File: src/rtl/dev_bus_pkg.sv
// Shared types and default address map for the device-bus controller.
package dev_bus_pkg;

  // Per-transaction handshake states
  typedef enum logic [1:0] {
    StIdle,
    StAccess,
    StResp
  } dev_state_e;

  // Default physical map: on-chip RAM, external RAM, flash, serial port
  localparam logic [31:0] RAM_BASE    = 32'h0000_0000;
  localparam logic [31:0] RAM_MASK    = 32'hffc0_0000;
  localparam logic [31:0] EXTRAM_BASE = 32'h0040_0000;
  localparam logic [31:0] EXTRAM_MASK = 32'hffc0_0000;
  localparam logic [31:0] FLASH_BASE  = 32'h1fc0_0000;
  localparam logic [31:0] FLASH_MASK  = 32'hffc0_0000;
  localparam logic [31:0] COM_BASE    = 32'h1fd0_03f8;
  localparam logic [31:0] COM_MASK    = 32'hffff_fff8;

  localparam int unsigned DEFAULT_TIMEOUT = 255;

endpackage

File: src/rtl/dev_addr_decode.sv
// Combinational priority address decoder: lowest-index matching slave wins.
module dev_addr_decode
  import dev_bus_pkg::*;
#(
  parameter int unsigned                      NUM_SLAVES = 4,
  parameter int unsigned                      ADDR_W     = 32,
  parameter logic [NUM_SLAVES*ADDR_W-1:0]     SLAVE_BASE = {COM_BASE, FLASH_BASE,
                                                            EXTRAM_BASE, RAM_BASE},
  parameter logic [NUM_SLAVES*ADDR_W-1:0]     SLAVE_MASK = {COM_MASK, FLASH_MASK,
                                                            EXTRAM_MASK, RAM_MASK}
) (
  input  logic [ADDR_W-1:0]     addr_i,
  output logic [NUM_SLAVES-1:0] hit_o,
  output logic                  hit_any_o
);

  // Scan upward and keep only the first match so overlapping windows resolve
  always_comb begin
    hit_o     = '0;
    hit_any_o = 1'b0;
    for (int i = 0; i < NUM_SLAVES; i++) begin
      if (!hit_any_o &&
          ((addr_i & SLAVE_MASK[i*ADDR_W +: ADDR_W]) == SLAVE_BASE[i*ADDR_W +: ADDR_W])) begin
        hit_o[i]  = 1'b1;
        hit_any_o = 1'b1;
      end
    end
  end

endmodule

File: src/rtl/dev_bus_ctrl.sv
// Device-bus controller: decodes CPU device requests onto N slave channels,
// runs a handshake with a watchdog and returns load data plus an error flag.
// Optional error log enabled by defining DEV_BUS_ERRLOG_EN.
module dev_bus_ctrl
  import dev_bus_pkg::*;
#(
  parameter int unsigned                  NUM_SLAVES     = 4,
  parameter int unsigned                  ADDR_W         = 32,
  parameter int unsigned                  DATA_W         = 32,
  parameter logic [NUM_SLAVES*ADDR_W-1:0] SLAVE_BASE     = {COM_BASE, FLASH_BASE,
                                                            EXTRAM_BASE, RAM_BASE},
  parameter logic [NUM_SLAVES*ADDR_W-1:0] SLAVE_MASK     = {COM_MASK, FLASH_MASK,
                                                            EXTRAM_MASK, RAM_MASK},
  parameter int unsigned                  TIMEOUT_CYCLES = DEFAULT_TIMEOUT
) (
  input  logic                         clk,
  input  logic                         rst_n,
  input  logic                         devEnable_i,
  input  logic                         devWrite_i,
  input  logic [ADDR_W-1:0]            devPhysicalAddr_i,
  input  logic [DATA_W/8-1:0]          devByteSelect_i,
  input  logic [DATA_W-1:0]            devDataSave_i,
  output logic [DATA_W-1:0]            devDataLoad_o,
  output logic                         devBusy_o,
  output logic                         devError_o,
  output logic [NUM_SLAVES-1:0]        slvEnable_o,
  output logic                         slvWrite_o,
  output logic [ADDR_W-1:0]            slvAddr_o,
  output logic [DATA_W/8-1:0]          slvByteSelect_o,
  output logic [DATA_W-1:0]            slvDataSave_o,
  input  logic [NUM_SLAVES*DATA_W-1:0] slvDataLoad_i,
  input  logic [NUM_SLAVES-1:0]        slvBusy_i
`ifdef DEV_BUS_ERRLOG_EN
  ,
  output logic                         errValid_o,
  output logic [ADDR_W-1:0]            errAddr_o,
  output logic                         errTimeout_o,
  input  logic                         errClear_i
`endif
);

  localparam int unsigned CntW = $clog2(TIMEOUT_CYCLES + 1);

  dev_state_e              state_q, state_d;
  logic                    wr_q, wr_d;
  logic [ADDR_W-1:0]       addr_q, addr_d;
  logic [DATA_W/8-1:0]     bsel_q, bsel_d;
  logic [DATA_W-1:0]       wdata_q, wdata_d;
  logic [NUM_SLAVES-1:0]   sel_q, sel_d;
  logic [DATA_W-1:0]       rdata_q, rdata_d;
  logic                    err_q, err_d;
  logic [CntW-1:0]         cnt_q, cnt_d;

  logic [NUM_SLAVES-1:0]   hit;
  logic                    hit_any;
  logic [DATA_W-1:0]       sel_data;
  logic                    sel_busy;
  logic [CntW-1:0]         cnt_inc;

  dev_addr_decode #(
    .NUM_SLAVES (NUM_SLAVES),
    .ADDR_W     (ADDR_W),
    .SLAVE_BASE (SLAVE_BASE),
    .SLAVE_MASK (SLAVE_MASK)
  ) u_decode (
    .addr_i    (devPhysicalAddr_i),
    .hit_o     (hit),
    .hit_any_o (hit_any)
  );

  // Load-data mux and busy of the latched (one-hot) slave
  always_comb begin
    sel_data = '0;
    for (int i = 0; i < NUM_SLAVES; i++) begin
      if (sel_q[i]) sel_data = sel_data | slvDataLoad_i[i*DATA_W +: DATA_W];
    end
    sel_busy = |(slvBusy_i & sel_q);
    cnt_inc  = cnt_q + CntW'(1);
  end

  // Next-state logic for the handshake FSM and request/response registers
  always_comb begin
    state_d = state_q;
    wr_d    = wr_q;
    addr_d  = addr_q;
    bsel_d  = bsel_q;
    wdata_d = wdata_q;
    sel_d   = sel_q;
    rdata_d = rdata_q;
    err_d   = err_q;
    cnt_d   = cnt_q;
    unique case (state_q)
      StIdle: begin
        cnt_d = '0;
        if (devEnable_i) begin
          wr_d    = devWrite_i;
          addr_d  = devPhysicalAddr_i;
          bsel_d  = devByteSelect_i;
          wdata_d = devDataSave_i;
          sel_d   = hit;
          if (hit_any) begin
            state_d = StAccess;
          end else begin
            rdata_d = '0;
            err_d   = 1'b1;
            state_d = StResp;
          end
        end
      end
      StAccess: begin
        cnt_d = cnt_inc;
        if (!sel_busy) begin
          rdata_d = wr_q ? '0 : sel_data;
          err_d   = 1'b0;
          state_d = StResp;
        end else if (cnt_inc == CntW'(TIMEOUT_CYCLES)) begin
          rdata_d = '0;
          err_d   = 1'b1;
          state_d = StResp;
        end
      end
      StResp: begin
        cnt_d   = '0;
        state_d = StIdle;
      end
      default: state_d = StIdle;
    endcase
  end

  // State and request registers
  always_ff @(posedge clk or negedge rst_n) begin
    if (!rst_n) begin
      state_q <= StIdle;
      wr_q    <= 1'b0;
      addr_q  <= '0;
      bsel_q  <= '0;
      wdata_q <= '0;
      sel_q   <= '0;
      rdata_q <= '0;
      err_q   <= 1'b0;
      cnt_q   <= '0;
    end else begin
      state_q <= state_d;
      wr_q    <= wr_d;
      addr_q  <= addr_d;
      bsel_q  <= bsel_d;
      wdata_q <= wdata_d;
      sel_q   <= sel_d;
      rdata_q <= rdata_d;
      err_q   <= err_d;
      cnt_q   <= cnt_d;
    end
  end

  // Outputs: stall is combinational so it covers the request cycle itself
  always_comb begin
    devBusy_o       = devEnable_i & (state_q != StResp);
    devDataLoad_o   = (state_q == StResp) ? rdata_q : '0;
    devError_o      = (state_q == StResp) & err_q;
    slvEnable_o     = (state_q == StAccess) ? sel_q : '0;
    slvWrite_o      = wr_q;
    slvAddr_o       = addr_q;
    slvByteSelect_o = bsel_q;
    slvDataSave_o   = wdata_q;
  end

`ifdef DEV_BUS_ERRLOG_EN
  logic              err_valid_q, err_valid_d;
  logic [ADDR_W-1:0] err_addr_q, err_addr_d;
  logic              err_to_q, err_to_d;

  // Sticky log of the first error; a coincident new error beats a clear.
  // Unmapped misses latch an all-zero selection, so a non-zero one means timeout.
  always_comb begin
    err_valid_d = err_valid_q;
    err_addr_d  = err_addr_q;
    err_to_d    = err_to_q;
    if ((state_q == StResp) && err_q) begin
      err_valid_d = 1'b1;
      if (!err_valid_q || errClear_i) begin
        err_addr_d = addr_q;
        err_to_d   = |sel_q;
      end
    end else if (errClear_i) begin
      err_valid_d = 1'b0;
    end
  end

  // Error-log registers
  always_ff @(posedge clk or negedge rst_n) begin
    if (!rst_n) begin
      err_valid_q <= 1'b0;
      err_addr_q  <= '0;
      err_to_q    <= 1'b0;
    end else begin
      err_valid_q <= err_valid_d;
      err_addr_q  <= err_addr_d;
      err_to_q    <= err_to_d;
    end
  end

  assign errValid_o   = err_valid_q;
  assign errAddr_o    = err_addr_q;
  assign errTimeout_o = err_to_q;
`endif

endmodule

File: config.mk
export PLATFORM = sky130hd
export DESIGN_NAME = dev_bus_ctrl
export DESIGN_NICKNAME = d
export VERILOG_FILES = /design/src/rtl/dev_bus_pkg.sv /design/src/rtl/dev_addr_decode.sv /design/src/rtl/dev_bus_ctrl.sv
export SDC_FILE = /design/constraint.sdc
export NUM_CORES = 1
export LEC_CHECK = 0
export ABC_AREA = 1
export BUFFER_PORTS_ARGS = -buffer_cell sky130_fd_sc_hd__buf_2
export CORE_MARGIN = 2
export CORE_UTILIZATION = 41
export DETAILED_ROUTE_END_ITERATION = 7
export PLACE_DENSITY_LB_ADDON = 0.1
export SETUP_SLACK_MARGIN = 0.15
export SLEW_MARGIN = 20
export SYNTH_ARGS = -nofsm -noshare
export SYNTH_HDL_FRONTEND = slang
export SYNTH_SLANG_ARGS = --single-unit
export TNS_END_PERCENT = 5
File: constraint.sdc
create_clock -name clk -period 1.7 [get_ports clk]
set_clock_uncertainty 0.05 [all_clocks]
set_input_delay 0.51 -clock clk [delete_from_list [all_inputs] [get_ports clk]]
set_output_delay 0.51 -clock clk [all_outputs]
set_load 0.1 [all_outputs]
==> flow_summary_export.csv <==
group,metric,value,unit
synthesis,synth_ff_type,"dfrtp_1",
clock_tree,clock_path_buffers,2,
clock_tree,clock_latency,0.41,ns
pwr,switchingPower,0.00415,W
layout,drive_above_1_share,0.416,
min_path,hold_end,"slvAddr_o[19]",
synthesis,netlist_area,5800,µm²
route,drc_errors,0,
clock_tree,cts_buffers,17,
grt,grt_pass1_vias,6505,
critical_path,critical_path_class,"reg -> out",
timing,max_freq,474,MHz
floorplanning,die_h,123,µm
timing,fin_crit_sh,1.24,
clock_tree,cts.clk_slew.worst_paths,0.06,ns
route,first_pass_iters,4,
layout,multi_input_comb_area,2850,µm²
pwr,p_leak,5.13,nW
min_path,hp-class,"in -> reg",
pwr,switching_share,0.394,
status,violations,"negative setup slack",
min_path,min_from,"devPhysicalAddr_i[19]",
floorplanning,die_w,123,µm
timing,setup_viol,72,
timing,finalHoldViolations,0,
grt,grt.total_usage,0.284,
timing,maxSlewViolCount,0,
critical_path,worstPathMaxFanout,7,
grt,grt_max_degree,45,
synthesis,async_reset_ff_frac,1.00,
floorplanning,dieArea,15100,µm²
grt,grt_pass1_wl,32800,µm
clock_tree,htree_num_levels,4,
timing,worst_slack,-0.409,ns
layout,layout_common_cells,"nand2_1, buf_2, buf_12",
critical_path,crit_chain,"inv_2 > nor2_4 > inv_6 > buf_12 > nor2_4 > buf_12",
critical_path,crit_path_end_kind,"output pin",
timing,rsz0062_at_grt,"yes",
placed_design,io_buffers,310,
route,viasPerCell,4.88,
critical_path,cpMaxStageDelayCell,"dfrtp_1",
critical_path,worst-r2r-cell-count,14,
clock_tree,cts.sinks,116,
synthesis,seq_area_frac_synth,0.500,
pwr,clockPowerShare,0.330,
route,wl_per_cell,16.1,µm
critical_path,cp.arrival,1.55,ns
critical_path,r2r_start,"cnt_q[0]",
pwr,internal-power,0.00638,W
floorplanning,io_pins,311,
synthesis,yosys.cell_types.count,28,
route,drtIter0Drc,374,
clock_tree,cts_root_buf,"clkbuf_16",
layout,syn_to_final_growth,81.5,%
critical_path,reg2reg_to,"rdata_q[16]",
route,via_count,6481,
critical_path,rrSetupSlack,-0.10,ns
pwr,combPwrFrac,0.359,
critical_path,crit_required,1.14,ns
grt,antenna_found_initial,1,
synthesis,yosys_register_bits,116,
floorplanning,core,13800,µm²
critical_path,cp-start-kind,"flip-flop",
critical_path,cpPeakStageDelay,0.36,ns
synthesis,synth_edf_count,0,
synthesis,synthesis.nets,1005,
timing,fin_crit,2.11,ns
job,max-cap-violations,0,
clock_tree,cts_tree,"built",
timing,whs,0.240,ns
floorplanning,initial_core_util,0.420,
layout,n_fill_cell,919,
timing,tightest_slew,0.376,ns
pwr,pwr-share-seq,0.312,
pwr,vdd_ir_drop_max,712,µV
layout,seq_area,2910,µm²
synthesis,syn_avg_cell_area,7.26,µm²
placed_design,post-dp-hpwl,14200,µm
placed_design,preCtsSetupSlack,-0.136,ns
timing,setup_tns,-17.12,ns
synthesis,yosys_warnings,0,
layout,mostFrequentLayoutCell,"nand2_1",
grt,globalRouteOverflowTotal,0,
floorplanning,fp-row-count,43,
layout,finalNetCount,1340,
route,drt-total-wl,21400,µm
min_path,holdPathStages,3,
status,status,"finished, violations left",
synthesis,netlist_instances,799,
placed_design,gp_congestion,0.844,
pwr,power_density,1000,nW/µm²
route,drtAntennaViolNets,0,
timing,slew_headroom,0.749,
-- final cells by class --
cell class,instances,area share
timing repair buffer,360,0.355
antenna,1,0.000238
multi-input combinational,580,0.271
sequential,116,0.276
clock inverter,14,0.0134
inverter,59,0.0219
clock buffer,18,0.0408
tap,180,0.0214
-- power groups by stage --
stage / Combinational, W / Sequential (W) / Clock (W)
after floorplan: 0.000565 / 0.00478 / 0
after global placement: 0.00301 / 0.00317 / 0
after detailed placement: 0.00303 / 0.00316 / 0
after CTS: 0.00373 / 0.00326 / 0.00350
after global routing: 0.00392 / 0.00331 / 0.00369
final: 0.00378 / 0.00328 / 0.00347
-- Yosys cell counts (4+ instances only) --
master / number / area share
dfrtp_1: 116 / 0.50
nand2_2: 13 / 0.014
buf_2: 4 / 0.0035
nand3_1: 6 / 0.0052
nor2_1: 58 / 0.038
a41oi_1: 32 / 0.048
inv_1: 57 / 0.037
o21ai_1: 4 / 0.0035
clkbuf_1: 34 / 0.022
nand2_1: 441 / 0.29
o22ai_1: 5 / 0.0054
-- logic make-up (layout without fill, tap and decap cells) --
group,count (synthesis),in the layout,synth area share
DFF,116,116,0.500
and+or+nand+nor,528,528,0.354
adders and majority gates,2,2,0.00431
buffers and inverters,103,451,0.0714
AOI/OAI and AO/OA,50,50,0.0699
other,0,1,0
-- worst max-delay path, delay by kind of cell, from the launching register on --
family / cells / cell delay (ns)
DFF: 1 / 0.36
and+or+nand+nor: 2 / 0.27
buffers and inverters: 4 / 0.49
-- worst max-delay path by stage --
stage                            from           endpoint  slack (ns)  cells past startpoint
final                      state_q[1]  devDataLoad_o[19]       -0.41                      6
after detailed placement     cnt_q[0]        rdata_q[16]       -0.14                     14
after floorplan           devEnable_i          devBusy_o       -0.22                      2
after global routing       state_q[1]  devDataLoad_o[19]       -0.46                      6
after CTS                  state_q[0]  devDataLoad_o[10]       -0.41                      5
after global placement       cnt_q[0]        rdata_q[14]       -0.09                     14
-- registers in the layout, indices dropped and copies added (netlist names) --
| name | flops |
|---|---|
| slvByteSelect_o | 4 |
| slvDataSave_o | 32 |
| err_q | 1 |
| slvAddr_o | 32 |
| sel_q | 4 |
| rdata_q | 32 |
| state_q | 2 |
| slvWrite_o | 1 |
| cnt_q | 8 |
-- per-stage QoR --
| stage | utilization | std cells | instance area (µm²) | power, W |
|---|---|---|---|---|
| 4_1_cts | 0.757 | 1325 | 10500 | 0.0105 |
| 2_1_floorplan | - | 799 | 6130 | 0.00535 |
| 3_3_place_gp | 0.635 | 1288 | 8780 | 0.00618 |
| 5_1_grt | 0.761 | 1328 | 10500 | 0.0109 |
| 6_report | 0.761 | 1328 | 10500 | 0.0105 |
| 3_5_place_dp | 0.635 | 1288 | 8780 | 0.00619 |
-- per-layer routing --
| layer | share of wire | track usage | vias to the layer above |
|---|---|---|---|
| met5 | 0 | 0 | - |
| met4 | 0.022 | 0.0912 | 0 |
| met3 | 0.087 | 0.0927 | 34 |
| met2 | 0.51 | 0.500 | 255 |
| met1 | 0.38 | 0.326 | 3056 |
| li1 | - | - | 3136 |
-- timing repair --
action                                  CTS  global route
gates cloned                              1             1
endpoints found under the setup margin  141           215
hold endpoints to repair                 10             0
resized for setup                       291             9
buffers inserted                          3             1
pin swaps                                11             1
hold buffers                              1             0
No activity file was read; power rests on OpenSTA's default activity.
